<file path="config.mk">
export PLATFORM = sky130hd
export DESIGN_NAME = cic_decimator
export DESIGN_NICKNAME = d
export VERILOG_FILES = /design/src/rtl/cic_decimator.sv
export SDC_FILE = /design/constraint.sdc
export NUM_CORES = 1
export LEC_CHECK = 0
export CORE_MARGIN = 4
export CORE_UTILIZATION = 50
export DETAILED_ROUTE_END_ITERATION = 7
export PLACE_DENSITY = 0.66
export SLEW_MARGIN = 25
export SYNTH_ARGS = -nofsm -noshare
export SYNTH_HDL_FRONTEND = slang
export SYNTH_SLANG_ARGS = --single-unit
</file>
<file path="constraint.sdc">
create_clock -name CLK -period 7.9 [get_ports CLK]
set_clock_uncertainty 0.15 [all_clocks]
set_input_delay 1.975 -clock CLK [delete_from_list [all_inputs] [get_ports CLK]]
set_output_delay 1.975 -clock CLK [all_outputs]
set_load 0.02 [all_outputs]
</file>
<file path="src/rtl/cic_decimator.sv">
// Programmable 3-stage CIC decimator (R = 1..16, M = 1) with exact R^3 gain
// normalisation, round-half-up, saturation and a one-cycle registered bypass.
module cic_decimator #(
    parameter int DATA_WIDTH = 16,
    parameter int N_STAGES   = 3,
    parameter int MAX_LOG2R  = 4
) (
    input  logic                         CLK,
    input  logic                         RST,
    input  logic                         filter_enable,
    input  logic [4:0]                   CIC_Decimation_Factor,
    input  logic                         in_valid,
    input  logic signed [DATA_WIDTH-1:0] data_in,
    output logic signed [DATA_WIDTH-1:0] data_out,
    output logic                         out_valid,
    output logic                         cfg_err
);

    localparam int W   = DATA_WIDTH + N_STAGES * MAX_LOG2R;
    localparam int SW  = $clog2(N_STAGES * MAX_LOG2R + 1);
    localparam int RLW = $clog2(MAX_LOG2R + 1);

    localparam logic signed [W:0] ONE   = 1;
    localparam logic signed [W:0] Y_MAX = (W+1)'((1 <<< (DATA_WIDTH - 1)) - 1);
    localparam logic signed [W:0] Y_MIN = ~Y_MAX;

    // Sign-extend by one bit so the rounding bias can never wrap the sum.
    function automatic logic signed [W:0] round_shift(input logic signed [W-1:0] c,
                                                      input logic [SW-1:0] s);
        logic signed [W:0] acc;
        logic signed [W:0] bias;
        acc  = {c[W-1], c};
        bias = '0;
        if (s != '0) bias = ONE <<< (s - SW'(1));
        return (acc + bias) >>> s;
    endfunction

    function automatic logic signed [DATA_WIDTH-1:0] saturate(input logic signed [W:0] y);
        if (y > Y_MAX) return Y_MAX[DATA_WIDTH-1:0];
        if (y < Y_MIN) return Y_MIN[DATA_WIDTH-1:0];
        return y[DATA_WIDTH-1:0];
    endfunction

    logic [RLW-1:0]               rlog_d, rlog_q;
    logic                         en_q;
    logic                         fact_ok, restart;
    logic [SW-1:0]                shift;
    logic [MAX_LOG2R-1:0]         r_last;

    logic signed [W-1:0]          i1_d, i1_q, i2_d, i2_q, i3_d, i3_q;
    logic [MAX_LOG2R-1:0]         cnt_d, cnt_q;
    logic                         stb_p0_d, stb_p0_q;
    logic signed [W-1:0]          i3_dly_d, i3_dly_q, c1_p1_d, c1_p1_q;
    logic signed [W-1:0]          c1_dly_d, c1_dly_q, c2_p2_d, c2_p2_q;
    logic signed [W-1:0]          c2_dly_d, c2_dly_q, c3_p3_d, c3_p3_q;
    logic                         vld_p1_d, vld_p1_q, vld_p2_d, vld_p2_q, vld_p3_d, vld_p3_q;
    logic signed [DATA_WIDTH-1:0] data_out_d, data_out_q;
    logic                         out_valid_d, out_valid_q;
    logic                         cfg_err_d, cfg_err_q;

    always_comb begin
        rlog_d  = '0;
        fact_ok = 1'b0;
        for (int k = 0; k <= MAX_LOG2R; k++) begin
            if (CIC_Decimation_Factor == 5'(1 << k)) begin
                rlog_d  = RLW'(k);
                fact_ok = 1'b1;
            end
        end
        restart = (rlog_d != rlog_q) || (filter_enable != en_q);
        shift   = SW'(rlog_q) * SW'(N_STAGES);
        r_last  = MAX_LOG2R'((32'd1 << rlog_q) - 32'd1);

        i1_d        = i1_q;
        i2_d        = i2_q;
        i3_d        = i3_q;
        cnt_d       = cnt_q;
        stb_p0_d    = 1'b0;
        i3_dly_d    = i3_dly_q;
        c1_p1_d     = c1_p1_q;
        vld_p1_d    = 1'b0;
        c1_dly_d    = c1_dly_q;
        c2_p2_d     = c2_p2_q;
        vld_p2_d    = 1'b0;
        c2_dly_d    = c2_dly_q;
        c3_p3_d     = c3_p3_q;
        vld_p3_d    = 1'b0;
        data_out_d  = data_out_q;
        out_valid_d = 1'b0;
        cfg_err_d   = ~fact_ok;

        if (restart || !filter_enable) begin
            // Filter state is flushed on restart and parked at zero in bypass.
            i1_d     = '0;
            i2_d     = '0;
            i3_d     = '0;
            cnt_d    = '0;
            i3_dly_d = '0;
            c1_p1_d  = '0;
            c1_dly_d = '0;
            c2_p2_d  = '0;
            c2_dly_d = '0;
            c3_p3_d  = '0;
            if (restart) begin
                data_out_d = '0;
            end else if (in_valid) begin
                data_out_d  = data_in;
                out_valid_d = 1'b1;
            end
        end else begin
            // p0: integrators and decimation counter
            if (in_valid) begin
                i1_d = i1_q + {{(W-DATA_WIDTH){data_in[DATA_WIDTH-1]}}, data_in};
                i2_d = i2_q + i1_q;
                i3_d = i3_q + i2_q;
                if (cnt_q == r_last) begin
                    cnt_d    = '0;
                    stb_p0_d = 1'b1;
                end else begin
                    cnt_d = cnt_q + 1'b1;
                end
            end
            // p1: first comb
            vld_p1_d = stb_p0_q;
            if (stb_p0_q) begin
                c1_p1_d  = i3_q - i3_dly_q;
                i3_dly_d = i3_q;
            end
            // p2: second comb
            vld_p2_d = vld_p1_q;
            if (vld_p1_q) begin
                c2_p2_d  = c1_p1_q - c1_dly_q;
                c1_dly_d = c1_p1_q;
            end
            // p3: third comb
            vld_p3_d = vld_p2_q;
            if (vld_p2_q) begin
                c3_p3_d  = c2_p2_q - c2_dly_q;
                c2_dly_d = c2_p2_q;
            end
            // output: gain normalisation, rounding, saturation
            if (vld_p3_q) begin
                data_out_d  = saturate(round_shift(c3_p3_q, shift));
                out_valid_d = 1'b1;
            end
        end
    end

    always_ff @(posedge CLK) begin
        // Loaded even during reset so release never looks like a config change.
        rlog_q <= rlog_d;
        en_q   <= filter_enable;
        if (RST) begin
            i1_q        <= '0;
            i2_q        <= '0;
            i3_q        <= '0;
            cnt_q       <= '0;
            stb_p0_q    <= 1'b0;
            i3_dly_q    <= '0;
            c1_p1_q     <= '0;
            vld_p1_q    <= 1'b0;
            c1_dly_q    <= '0;
            c2_p2_q     <= '0;
            vld_p2_q    <= 1'b0;
            c2_dly_q    <= '0;
            c3_p3_q     <= '0;
            vld_p3_q    <= 1'b0;
            data_out_q  <= '0;
            out_valid_q <= 1'b0;
            cfg_err_q   <= 1'b0;
        end else begin
            i1_q        <= i1_d;
            i2_q        <= i2_d;
            i3_q        <= i3_d;
            cnt_q       <= cnt_d;
            stb_p0_q    <= stb_p0_d;
            i3_dly_q    <= i3_dly_d;
            c1_p1_q     <= c1_p1_d;
            vld_p1_q    <= vld_p1_d;
            c1_dly_q    <= c1_dly_d;
            c2_p2_q     <= c2_p2_d;
            vld_p2_q    <= vld_p2_d;
            c2_dly_q    <= c2_dly_d;
            c3_p3_q     <= c3_p3_d;
            vld_p3_q    <= vld_p3_d;
            data_out_q  <= data_out_d;
            out_valid_q <= out_valid_d;
            cfg_err_q   <= cfg_err_d;
        end
    end

    assign data_out  = data_out_q;
    assign out_valid = out_valid_q;
    assign cfg_err   = cfg_err_q;

endmodule

</file>
# Word-level counts from Yosys, hierarchy flattened
# Index checks and enable logic that the tools add are counted.
[totals]
reg_bits = 282
latch_bits = 0
ramBits = 0
mem_bits_ro = 0
out_inout_bits = 18
elab_cells = 87
mem_count = 0
[op_classes]
n_addsub = 10
mul = 1
div = 0
order_cmp = 2
n_eq_ne = 9
n_shift = 3
mux = 33
bitwise_logic = 2
n_reduce_logical = 8
[op_table]
columns = ["op", "n"]
rows = [
  ["16-bit 2-to-1 mux", 8],
  ["29-bit 2-to-1 mux", 3],
  ["28-bit adder", 3],
  ["28-bit subtractor", 3],
  ["28-bit by 29-bit adder with 29-bit output", 1],
  ["29-bit by 16-bit > comparator with 1-bit output, second input constant", 1],
  ["29-bit by 16-bit less-than comparator with 1-bit output, second input constant", 1],
  ["2-bit by 4-bit <<< shifter with 29-bit output, first input constant", 1],
  ["29-bit by 4-bit >>> shifter with 29-bit output", 1],
  ["1-bit 2-to-1 mux", 18],
  ["3-bit 2-to-1 mux", 3],
  ["4-bit by 1-bit subtractor with 4-bit output, second input constant", 2],
  ["5-bit by 1-bit equality test with 1-bit output, second input constant", 1],
  ["5-bit by 2-bit equality test with 1-bit output, second input constant", 1],
  ["5-bit by 3-bit equality test with 1-bit output, second input constant", 1],
  ["5-bit by 4-bit equality test with 1-bit output, second input constant", 1],
  ["5-bit equality test, second input constant", 1],
  ["4-bit by 1-bit adder with 4-bit output, second input constant", 1],
  ["4-bit equality test", 1],
  ["3-bit by 2-bit multiplier with 4-bit output, second input constant", 1],
  ["4-bit 2-to-1 mux", 1],
  ["4-bit nonzero test", 1],
  ["1-bit by 3-bit << shifter with 4-bit output, first input constant", 1],
  ["3-bit != test", 1],
  ["other kinds (9)", 11],
]

# Logic depth before layout (Yosys ltp)
# Gate-level depths: netlist of run 1.
[logic_depth]
word_depth = 22
mapped_depth = 29

# Worst setup path after synthesis of run 1
# Ideal clock, no wire load.
[synth_path]
path_kind = "flip-flop to flip-flop"
start = "reg rlog_q[0]"
end = "reg data_out_q[10] (netlist: data_out[10])"
setup_time_ps = 138
t_arrival_ps = 6657
t_required_ps = 7612
setup_slack_ps = 954
stages_incl_launch_ff = 29
period_less_slack_ps = 6946
path_cell_list = "dfxtp_1 clkbuf_1 inv_1 buf_1 buf_1 clkbuf_1 ha_1 buf_2 clkbuf_1 clkbuf_1 buf_1 o211ai_1 a21oi_1 and2_1 ha_1 clkbuf_1 a211oi_1 o2bb2ai_1 a31o_2 or3_1 mux2i_1 nor2_1 mux4_2 o22a_1 o41ai_4 nand3_2 buf_6 a222oi_1 o211ai_1"
[synth_between]
elab_chain_cells = 17
elab_cells_between_ends = 30
[synth_rtl]
columns = ["item", "line", "rtl"]
rows = [
  ["start: declaration", "44", "logic [RLW-1:0] rlog_d, rlog_q;"],
  ["start signal: assignment", "151", "rlog_q <= rlog_d;"],
  ["3-bit by 2-bit multiplier with 4-bit output", "71", "shift = SW'(rlog_q) * SW'(N_STAGES);"],
  ["4-bit by 1-bit subtractor with 4-bit output", "34", "if (s != '0) bias = ONE <<< (s - SW'(1));"],
  ["2-bit by 4-bit <<< shifter with 29-bit output", "34", ""],
  ["29-bit 2-to-1 mux", "34", ""],
  ["29-bit 2-to-1 mux", "142", "if (vld_p3_q) begin"],
  ["29-bit 2-to-1 mux", "92", "if (restart || !filter_enable) begin"],
  ["28-bit by 29-bit adder with 29-bit output", "35", "return (acc + bias) >>> s;"],
  ["29-bit by 4-bit >>> shifter with 29-bit output", "35", ""],
  ["29-bit by 16-bit less-than comparator with 1-bit output", "40", "if (y < Y_MIN) return Y_MIN[DATA_WIDTH-1:0];"],
  ["1-bit 2-to-1 mux (2 in series)", "40", ""],
  ["1-bit 2-to-1 mux", "142", ""],
  ["1-bit 2-to-1 mux", "92", ""],
  ["16-bit 2-to-1 mux", "41", "return y[DATA_WIDTH-1:0];"],
  ["16-bit 2-to-1 mux", "40", ""],
  ["16-bit 2-to-1 mux", "142", ""],
  ["16-bit 2-to-1 mux", "92", ""],
  ["end signal: assignment", "186", "data_out_q <= data_out_d;"],
  ["end: declaration", "57", "logic signed [DATA_WIDTH-1:0] data_out_d, data_out_q;"],
]
# Parallel ways exist; a longest one is shown, timed or not. The select of a mux whose other input is x is not followed.
# A chain may end at the register's enable or synchronous reset.

# Final worst setup path of run 1
[layout_path]
start = "reg rlog_q[1]"
end = "reg data_out_q[6] (netlist: data_out[6])"
# The elaborated chain is that of the path after synthesis.

==> impl_metrics.csv, run 1 <==
group,metric,value,unit
yosys,synth_top_area_share,26.6,%
layout,syn2layout_area_growth,9.69,%
yosys,synth_nets,2843,
placed_design,placed_area,22000,sq um
layout,final_net_count,2828,
global_route,grt_max_degree,89,
route,dr.first_iter.drc_count,1391,
sta,timing.final.crit_share,91.5,%
worst_hold_path,whs_path_depth,2,
clocking,cts_hold_buffers,0,
worst_hold_path,worstHoldPathType,"register to register",
die,core,41900,sq um
setup_path,worst_ep_arrival_time,7.53,ns
pwr,leakage,9.09,nW
sta,max-slew-margin-rel,30.5,%
sta,finalWorstSetupSlack,0.670,ns
yosys,yosysWarnings,0,
placed_design,port_buffers,42,
sta,hold_ws,0.340,ns
clocking,path_clk_slew,0.06,ns
clocking,cts-root-buf,"clkbuf_16",
yosys,ys_seq_area_share,26.6,%
sta,slew_violations,0,
clocking,clk_latency,0.55,ns
layout,fin_area,23300,sq um
outcome,status,"finished clean",
route,drtPass1Iterations,6,
route,vias_per_cell,5.88,
sta,setup-tns-final,0,ns
die,die_y,214,um
route,drc,0,
pwr,power_density,147,nW/um^2
yosys,syn-cell-area,21200,sq um
yosys,ys_ff_latch,282,
sta,max_freq,0.138,GHz
layout,layout-drive-gt1-share,5.28,%
global_route,grt_pass1_wl,89.5,mm
global_route,antenna_found_initial,1,
sta,rsz0062_at_grt,"no",
die,rows,75,
pwr,ir_drop,0.149,mV
sta,max_slew.worst_pin.slew,1.04,ns
yosys,synth_edf_count,0,
placed_design,dp.cells,3114,
yosys,syn_inst,2626,
route,drt_wl_total,54.3,mm
setup_path,required,8.20,ns
setup_path,path_max_fanout,28,
clocking,cts_inserted_buffers,34,
yosys,synth_ff_type,"dfxtp_1",
sta,setup_viol,0,
yosys,syn_avg_cell_area,8.07,sq um
placed_design,gp_congestion,0.955,
layout,diodes,0,
route,vias,18678,
flow_run,drv_cap,0,
setup_path,critical_path_class,"register to register",
layout,fin_cells,3174,
global_route,grt_remaining_overflow,0,
yosys,synth_cell_types,93,
route,ant_nets,0,
placed_design,dp_slack,0.577,ns
global_route,grt_pass1_vias,17703,
clocking,clkSinkCount,282,
die,pin_count,43,
clocking,cts_tree,"done",
clocking,max-clock-path-buffers,3,
clocking,htreeDepth,2,
setup_path,r2r.worst_path.cells,21,
yosys,synth_top_cell_by_area,"dfxtp_1",
route,wl_per_cell,17.1,um
setup_path,start_kind,"register",
global_route,grt.total_usage,23.0,%
placed_design,hpwl,40.2,mm
setup_path,cp-end-kind,"register",
die,die_area,45800,sq um
yosys,netlist_top_cells_area,"dfxtp_1 27%, ha_1 11%, mux2i_1 9.3%",
yosys,async_flop_share,0,%
die,initial_core_util,50.5,%
sta,fin_crit,7.23,ns
die,die_width,214,um
sta,hold_violations,0,
-- worst paths after layout --
path | start | slack [ns] | end
setup / recovery | rlog_q[1]$_DFF_P_ | 0.67 | data_out[6]$_SDFFE_PP0P_
hold / removal | i1_q[26]$_SDFFE_PP0P_ | 0.34 | i1_q[26]$_SDFFE_PP0P_
setup reg to reg | rlog_q[1]$_DFF_P_ | 0.67 | data_out[6]$_SDFFE_PP0P_
hold reg to reg | i1_q[26]$_SDFFE_PP0P_ | 0.34 | i1_q[26]$_SDFFE_PP0P_
-- logic make-up after synthesis --
| logic type | Yosys count | synth area share, % |
|---|---|---|
| and+or+nand+nor | 899 | 19.6 |
| muxes | 217 | 10.8 |
| buffers and inverters | 263 | 4.80 |
| DFF | 282 | 26.6 |
| AOI/OAI and AO/OA | 609 | 19.7 |
| xor gates and xnor gates | 164 | 6.86 |
| adders and majority gates | 192 | 11.6 |
-- registers in the layout (all words and copies together), names as in the netlist, 16 cells and up --
signal    count
c1_dly_q     28
c1_p1_q      28
c2_dly_q     28
c2_p2_q      28
c3_p3_q      28
i1_q         28
i2_q         28
i3_dly_q     28
i3_q         28
data_out     16
-- per-layer routing --
metal	vias to the layer above	GRT usage, %	part of all wire [%]
met5	-	0	0.024
met4	2	7.69	3.4
met3	118	3.97	4.8
met2	422	39.3	47
met1	8753	29.6	45
li1	9383	-	-
-- metrics by stage --
step | utilization, % | power [mW]
2_1_floorplan | - | 1.67
3_3_place_gp | 52.5 | 1.75
3_5_place_dp | 52.5 | 1.75
4_1_cts | 55.4 | 3.47
5_1_grt | 55.4 | 3.56
6_report | 55.4 | 3.43
-- where the power goes --
part	internal (mW)	switching (mW)
Combinational	0.106	0.179
Sequential	1.43	0.0103
Clock	1.04	0.662
Total	2.58	0.851
-- timing repair --
action,in CTS,in global routing
setup endpoints to repair,0,5
buffers inserted,0,0
endpoints found under the hold margin,0,0
resized for setup,0,1
-- layout make-up --
type	count	area [sq um]
inverter	151	567
fill	3845	18700
sequential	282	5650
multi-input combinational	2081	14600
timing repair buffer	61	561
tap	539	674
clock inverter	14	233
clock buffer	46	977
-- placed cells by master (no fill, tap or decap), types with 16 or more instances in the layout --
| cell | n |
|---|---|
| xor2_1 | 43 |
| inv_1 | 150 |
| o21a_1 | 24 |
| o21ai_0 | 100 |
| nand4_1 | 19 |
| nand3_1 | 65 |
| o211ai_1 | 21 |
| mux2i_1 | 196 |
| o31ai_1 | 16 |
| a31oi_1 | 26 |
| nor2b_1 | 28 |
| or3_1 | 26 |
| o21bai_1 | 18 |
| and3_1 | 22 |
| buf_4 | 20 |
| clkdlybuf4s50_1 | 41 |
| nor2_1 | 389 |
| and2_1 | 28 |
| xnor2_1 | 119 |
| ha_1 | 184 |
| dfxtp_1 | 279 |
| clkbuf_16 | 35 |
| nand2b_1 | 30 |
| a21oi_1 | 154 |
| nand2_1 | 168 |
| a211oi_1 | 46 |
| a21o_1 | 55 |
| nor3_1 | 61 |
-- worst max-delay path, stage by stage, from the launching register on --
cell	delay, ns
dfxtp_1	0.39
ha_1	0.30
inv_1	0.11
fa_1	0.51
xnor2_4	0.70
nor3_2	0.15
or3_1	0.45
and2_1	0.19
ha_1	0.35
o211ai_1	0.11
a21oi_1	0.36
o211ai_2	0.18
a31oi_2	0.48
nor2_1	0.20
o311a_1	0.34
a211oi_1	0.62
a211oi_1	0.17
a2111oi_0	0.31
a41oi_1	0.15
a221oi_4	0.52
nand2_2	0.16
a311oi_2	0.24
-- Yosys cell counts, drive strengths merged (9+ instances only) --
cell type,count
nand2,170
buf,20
dfxtp,282
a21o,55
clkbuf,92
nor2b,28
nand4,19
o22ai,10
xor2,44
a31oi,29
and2,30
mux2i,196
nand3,67
xnor2,120
ha,184
a211oi,46
o21bai,18
mux2,12
o21ai,105
o211ai,22
a211o,13
a311oi,9
inv,150
o21a,25
nor3b,9
nor4,16
nand2b,30
or3,26
nor2,390
nor3,63
a21oi,154
a21boi,9
and3,23
o31ai,16
mux4,9
a222oi,9
Note: power is estimated with default switching activity, not from simulation.
==> run 2, diff against run 1 <==
- CTS_CLUSTER_DIAMETER: not set -> 50
- SETUP_SLACK_MARGIN: not set -> 0.15
- SLEW_MARGIN: 25 -> not set
==> run 2 against run 1 <==
  * Clock power is 13% higher
  * Flip-flop and latch count stayed put
  * Critical path depth is 2 lower
==> impl_metrics.csv, run 2 (same netlist as run 1, synthesis figures left out) <==
group,metric,value,unit
outcome,status,"finished clean",
pwr,ir_drop,0.159,mV
setup_path,cp_top_family,"compound AO/OA/AOI/OAI gates",
route,ant_nets,0,
sta,rsz0062_at_grt,"no",
setup_path,path_max_fanout,15,
setup_path,cp-end-kind,"register",
global_route,grt_remaining_overflow,0,
placed_design,hpwl,40.2,mm
die,die_width,214,um
setup_path,slowest_delay,0.62,ns
die,rows,75,
clocking,cts-root-buf,"clkbuf_16",
clocking,cts_inserted_buffers,41,
route,drtPass1Iterations,5,
global_route,grt.total_usage,22.9,%
layout,diodes,0,
placed_design,placed_area,22000,sq um
pwr,internal_power,2.73,mW
clocking,clkSinkCount,282,
layout,final_cell_mix,"389 x nor2_1, 279 x dfxtp_1, 196 x mux2i_1",
setup_path,r2r.worst_path.cells,19,
layout,layout-drive-gt1-share,6.03,%
setup_path,cp_num_buf_inv,1,
global_route,grt_max_degree,89,
pwr,power_density,155,nW/um^2
sta,timing.final.crit_share,90.4,%
pwr,p_sw,0.914,mW
layout,final_net_count,2836,
layout,fin_area,23500,sq um
placed_design,port_buffers,42,
clocking,htreeDepth,2,
sta,max_freq,0.140,GHz
clocking,max-clock-path-buffers,3,
global_route,grt_pass1_vias,17816,
pwr,switching_share,25.1,%
route,dr.first_iter.drc_count,1213,
sta,setup_viol,0,
route,drc,0,
sta,setup-tns-final,0,ns
global_route,antenna_found_initial,0,
setup_path,crit_chain,"inv_1 > fa_1 > xnor2_4 > nor3_2 > or3_1 > and2_1 > ha_1 > o211ai_1 > a21oi_1 > o211ai_2 > a31oi_2 > o2111ai_1 > xor2_1 > o211ai_1 > mux4_2 > o32ai_1 > nand3_2 > a222oi_1 > o211ai_1",
die,pin_count,43,
worst_hold_path,whs_path_depth,2,
layout,final_common_cell,"nor2_1",
setup_path,critical_path_class,"register to register",
global_route,grt_pass1_wl,89.1,mm
sta,max_slew.worst_pin.slew,1.32,ns
die,initial_core_util,50.5,%
setup_path,start_kind,"register",
setup_path,cp.depth,19,
flow_run,drv_cap,0,
sta,max-slew-margin-rel,11.4,%
pwr,p_seq_share,39.5,%
clocking,clk_latency,0.56,ns
clocking,cts_tree,"done",
pwr,leakage,9.22,nW
setup_path,required,8.17,ns
route,wl_per_cell,16.9,um
route,vias,18703,
placed_design,gp_congestion,0.955,
pwr,power_frac_clock,52.7,%
worst_hold_path,worstHoldPathType,"register to register",
setup_path,worst_ep_arrival_time,7.41,ns
sta,fin_crit,7.14,ns
setup_path,cpMostUsedCell,"o211ai_1",
die,core,41900,sq um
layout,final_util,56.1,%
die,die_area,45800,sq um
die,die_y,214,um
clocking,path_clk_slew,0.06,ns
layout,syn2layout_area_growth,10.9,%
route,drt_wl_total,54.1,mm
pwr,combPwrFrac,7.8,%
route,vias_per_cell,5.86,
sta,slew_violations,0,
setup_path,crit_slowest_cell,"dfxtp_1",
sta,hold_violations,0,
-- run 2: changes by cell type in the layout (fill, tap and decap cells not counted), sizes merged --
cell      before  now
inv          152  159
clkinvlp       3    6
clkinv         5    7
clkbuf        46   52
xnor2        120  121
bufinv         5    3
-- run 2: layout make-up --
cell class,count,area [sq um]
fill,3885,18400
multi-input combinational,2082,14600
sequential,282,5650
clock buffer,52,1200
tap,539,674
inverter,151,567
timing repair buffer,61,561
clock inverter,24,264
-- run 2: routing by layer --
metal / share of wire (%) / track usage, % / vias up
li1: - / - / 9429
met1: 45 / 28.8 / 8751
met2: 47 / 39.4 / 410
met3: 4.8 / 3.76 / 113
met4: 3.6 / 8.84 / 0
met5: 0 / 0 / -
-- run 2: worst paths after layout --
path | start | end | slack [ns]
setup reg to reg | rlog_q[2]$_DFF_P_ | data_out[1]$_SDFFE_PP0P_ | 0.76
hold / removal | c1_dly_q[26]$_SDFFE_PP0P_ | c1_dly_q[26]$_SDFFE_PP0P_ | 0.34
setup / recovery | rlog_q[2]$_DFF_P_ | data_out[1]$_SDFFE_PP0P_ | 0.76
hold reg to reg | c1_dly_q[26]$_SDFFE_PP0P_ | c1_dly_q[26]$_SDFFE_PP0P_ | 0.34
-- run 2: what timing repair did --
action | 4_1_cts | 5_1_grt
gates resized for setup | 0 | 1
endpoints found under the setup margin | 0 | 15
hold endpoints to repair | 0 | 0
hold buffers | 0 | 0
buffers inserted | 0 | 0
-- run 2: worst register-to-register path: cells and delay by family (launching register included) --
family / cells / cell delay (ns)
compound gates: 9 / 2.64
simple gates: 4 / 1.15
fa+ha+maj: 2 / 0.95
xor+xnor: 2 / 0.76
flops: 1 / 0.62
mux: 1 / 0.58
buf+inv: 1 / 0.18
-- run 2: power groups by stage --
stage / Clock (mW) / Combinational [mW] / Sequential, mW
2_1_floorplan: 0 / 0.204 / 1.47
3_3_place_gp: 0 / 0.276 / 1.47
3_5_place_dp: 0 / 0.280 / 1.47
4_1_cts: 1.97 / 0.282 / 1.44
5_1_grt: 2.03 / 0.310 / 1.44
6_report: 1.92 / 0.284 / 1.44
-- run 2: stage by stage --
stage | total power, mW | worst slack [ns] | instances | hold WS [ns]
floorplan | 1.67 | 0.954 | 2626 | 0.303
global placement | 1.75 | 0.608 | 3114 | 0.323
detailed placement | 1.75 | 0.516 | 3114 | 0.331
CTS | 3.69 | 0.468 | 3190 | 0.346
global route | 3.78 | 0.255 | 3191 | 0.363
finish | 3.64 | 0.757 | 3191 | 0.340
==> run 3, diff against run 2 <==
- ABC_AREA: not set -> 1
- CORE_ASPECT_RATIO: not set -> 2
- GPL_ROUTABILITY_DRIVEN: not set -> 0
==> run 3 against run 2 <==
  * Register-to-register slack better by 0.81 ns
  * Clock-buffer cell count decreased by 17
  * Cell area down 5.5%
  * Synthesized area shrank 3.1%
  * Combinational power is 63% higher
  * Hold slack got worse by 0.022 ns
  * Critical path type unchanged
  * Critical endpoint is now data_out[10]$_SDFFE_PP0P_
  * Largest cell class unchanged
==> impl_metrics.csv, run 3 <==
group,metric,value,unit
die,pin_count,43,
global_route,grt_max_degree,102,
die,core,40500,sq um
yosys,syn_avg_cell_area,6.91,sq um
die,die_y,295,um
clocking,path_clk_slew,0.07,ns
sta,fin_crit,6.33,ns
yosys,yosysWarnings,0,
clocking,clk_latency,0.56,ns
clocking,max-clock-path-buffers,3,
route,ant_nets,0,
clocking,ctsResizeCount,0,
pwr,p_sw,0.927,mW
sta,max_slew.worst_pin.slew,1.06,ns
layout,final_net_count,3162,
yosys,netlist_top_cells_area,"dfxtp_1 27%, ha_1 11%, nand2_1 9.0%",
layout,diodes,0,
yosys,synth_nets,3188,
clocking,cts_hold_buffers,0,
yosys,ys_ff_latch,282,
placed_design,port_buffers,42,
yosys,synth_top_cell_by_area,"dfxtp_1",
sta,hold_violations,0,
setup_path,required,8.20,ns
setup_path,critical_path_class,"register to register",
global_route,use_met1,24.5,%
route,wl_per_cell,16.4,um
die,initial_core_util,50.7,%
pwr,p_seq_share,44.7,%
yosys,synth_edf_count,0,
outcome,status,"finished clean",
yosys,ys_seq_area_share,27.5,%
layout,syn2layout_area_growth,8.22,%
die,rows,104,
placed_design,hpwl,44.2,mm
layout,final_cell_mix,"490 x nand2_1, 341 x inv_1, 333 x a21oi_1",
yosys,syn_inst,2971,
sta,setup-tns-final,0,ns
sta,hold_ws,0.318,ns
setup_path,slowest_delay,0.56,ns
layout,final_common_cell,"nand2_1",
layout,layout-drive-gt1-share,5.16,%
global_route,use_met3,3.82,%
pwr,combPwrFrac,14.1,%
worst_hold_path,worstHoldPathType,"register to register",
sta,setup_viol,0,
route,vias_per_cell,5.54,
pwr,switching_share,28.2,%
route,drc,0,
yosys,synth.most_common_cell,"nand2_1",
global_route,grt.total_usage,25.4,%
yosys,synth_top_area_share,27.5,%
global_route,grtUsageMet2,47.4,%
clocking,cts_inserted_buffers,28,
route,drtPass1Iterations,6,
setup_path,cpMostUsedCell,"nand2_1",
clocking,htreeDepth,1,
setup_path,crit_slowest_cell,"dfxtp_1",
clocking,cts_setup_buffers,0,
clocking,clkSinkCount,282,
pwr,leakage,9.96,nW
pwr,ir_drop,0.166,mV
pwr,power_frac_clock,41.3,%
setup_path,start_kind,"register",
sta,rsz0062_at_grt,"no",
die,die_area,44600,sq um
sta,max_freq,0.158,GHz
global_route,antenna_found_initial,0,
yosys,synth.top_cells.by_count,"490 x nand2_1, 342 x inv_1, 333 x a21oi_1",
route,vias,19371,
layout,fill_cells,4019,
setup_path,path_max_fanout,35,
setup_path,cp-end-kind,"register",
pwr,internal_power,2.36,mW
route,dr.first_iter.drc_count,842,
sta,max-slew-margin-rel,28.9,%
clocking,cts_tree,"done",
pwr,power_density,148,nW/um^2
yosys,synth_cell_types,57,
yosys,async_flop_share,0,%
route,drt_wl_total,57.2,mm
global_route,grt_pass1_vias,18783,
global_route,grt_pass1_wl,92.0,mm
yosys,synth_ff_type,"dfxtp_1",
clocking,cts-root-buf,"clkbuf_16",
sta,timing.final.crit_share,80.2,%
die,die_width,151,um
yosys,syn-cell-area,20500,sq um
global_route,busiest_layer,"met2",
global_route,grt_remaining_overflow,0,
flow_run,drv_cap,0,
setup_path,worst_ep_arrival_time,6.63,ns
sta,slew_violations,0,
run 3: cell types whose count changed in the layout (fill, tap and decap cells not counted), moves of 46 or more:
cell / before / now
a211oi_1: 46 / 119
a21o_1: 55 / 9
a21oi_1: 154 / 333
inv_1: 150 / 341
mux2i_1: 196 / 1
nand2_1: 168 / 490
nand3_1: 65 / 154
nor2_1: 389 / 276
o21ai_0: 100 / 235
xnor2_1: 119 / 61
xor2_1: 43 / 93
run 3: routing by layer:
metal | routed length [um] | vias to the layer above
met5 | 0 | -
met4 | 5170 | 0
met3 | 1980 | 198
met2 | 29600 | 374
met1 | 20400 | 8803
li1 | - | 9996
run 3: logic make-up (layout without fill, tap and decap cells):
family / Yosys count / count (layout) / share of synthesized area [%]
fa+ha+maj: 192 / 192 / 12.0
compound gates: 844 / 844 / 23.7
xor+xnor: 155 / 155 / 6.65
flops: 282 / 282 / 27.5
buf+inv: 465 / 461 / 8.75
simple gates: 1032 / 1032 / 21.4
mux: 1 / 1 / 0.0487
run 3: final timing paths:
check / startpoint / endpoint / slack [ns] / cells past startpoint
max reg2reg: rlog_q[0]$_DFF_P_ / data_out[10]$_SDFFE_PP0P_ / 1.57 / 31
min: c1_dly_q[13]$_SDFFE_PP0P_ / c1_dly_q[13]$_SDFFE_PP0P_ / 0.32 / 2
min reg2reg: c1_dly_q[13]$_SDFFE_PP0P_ / c1_dly_q[13]$_SDFFE_PP0P_ / 0.32 / 2
max: rlog_q[0]$_DFF_P_ / data_out[10]$_SDFFE_PP0P_ / 1.57 / 31
run 3: worst max-delay path: cells and delay by family, from the launching register on:
kind                       cells  cell delay, ns
DFF                            1            0.56
AOI/OAI and AO/OA              1            0.05
adders and majority gates      3            1.27
buffers and inverters          4            0.71
and+or+nand+nor               23            3.48
run 3: cell type report:
| type | instances | area [sq um] | area share [%] |
|---|---|---|---|
| repair buffers | 58 | 551 | 2.48 |
| clock inverters | 17 | 159 | 0.715 |
| inverters | 351 | 1320 | 5.95 |
| clock buffers | 35 | 778 | 3.50 |
| multi-input cells | 2224 | 13100 | 59.0 |
| flip-flops and latches | 282 | 5650 | 25.4 |
| well taps | 530 | 663 | 2.98 |
run 3: power groups by stage:
stage                     combinational, mW  sequential [mW]  clock (mW)
after floorplan                       0.332             1.50           0
after global placement                0.453             1.50           0
after detailed placement              0.459             1.50           0
after CTS                             0.461             1.47        1.40
after global routing                  0.518             1.47        1.45
final                                 0.462             1.47        1.36
run 3: stage by stage:
stage	total power, mW	utilization [%]	setup WS, ns	area (sq um)	cells
after floorplan	1.83	-	2.93	20500	2971
after global placement	1.95	52.6	2.22	21300	3445
after detailed placement	1.96	52.6	2.09	21300	3445
after CTS	3.33	54.9	2.07	22200	3497
after global routing	3.44	54.9	1.12	22200	3497
final	3.29	54.9	1.57	22200	3497
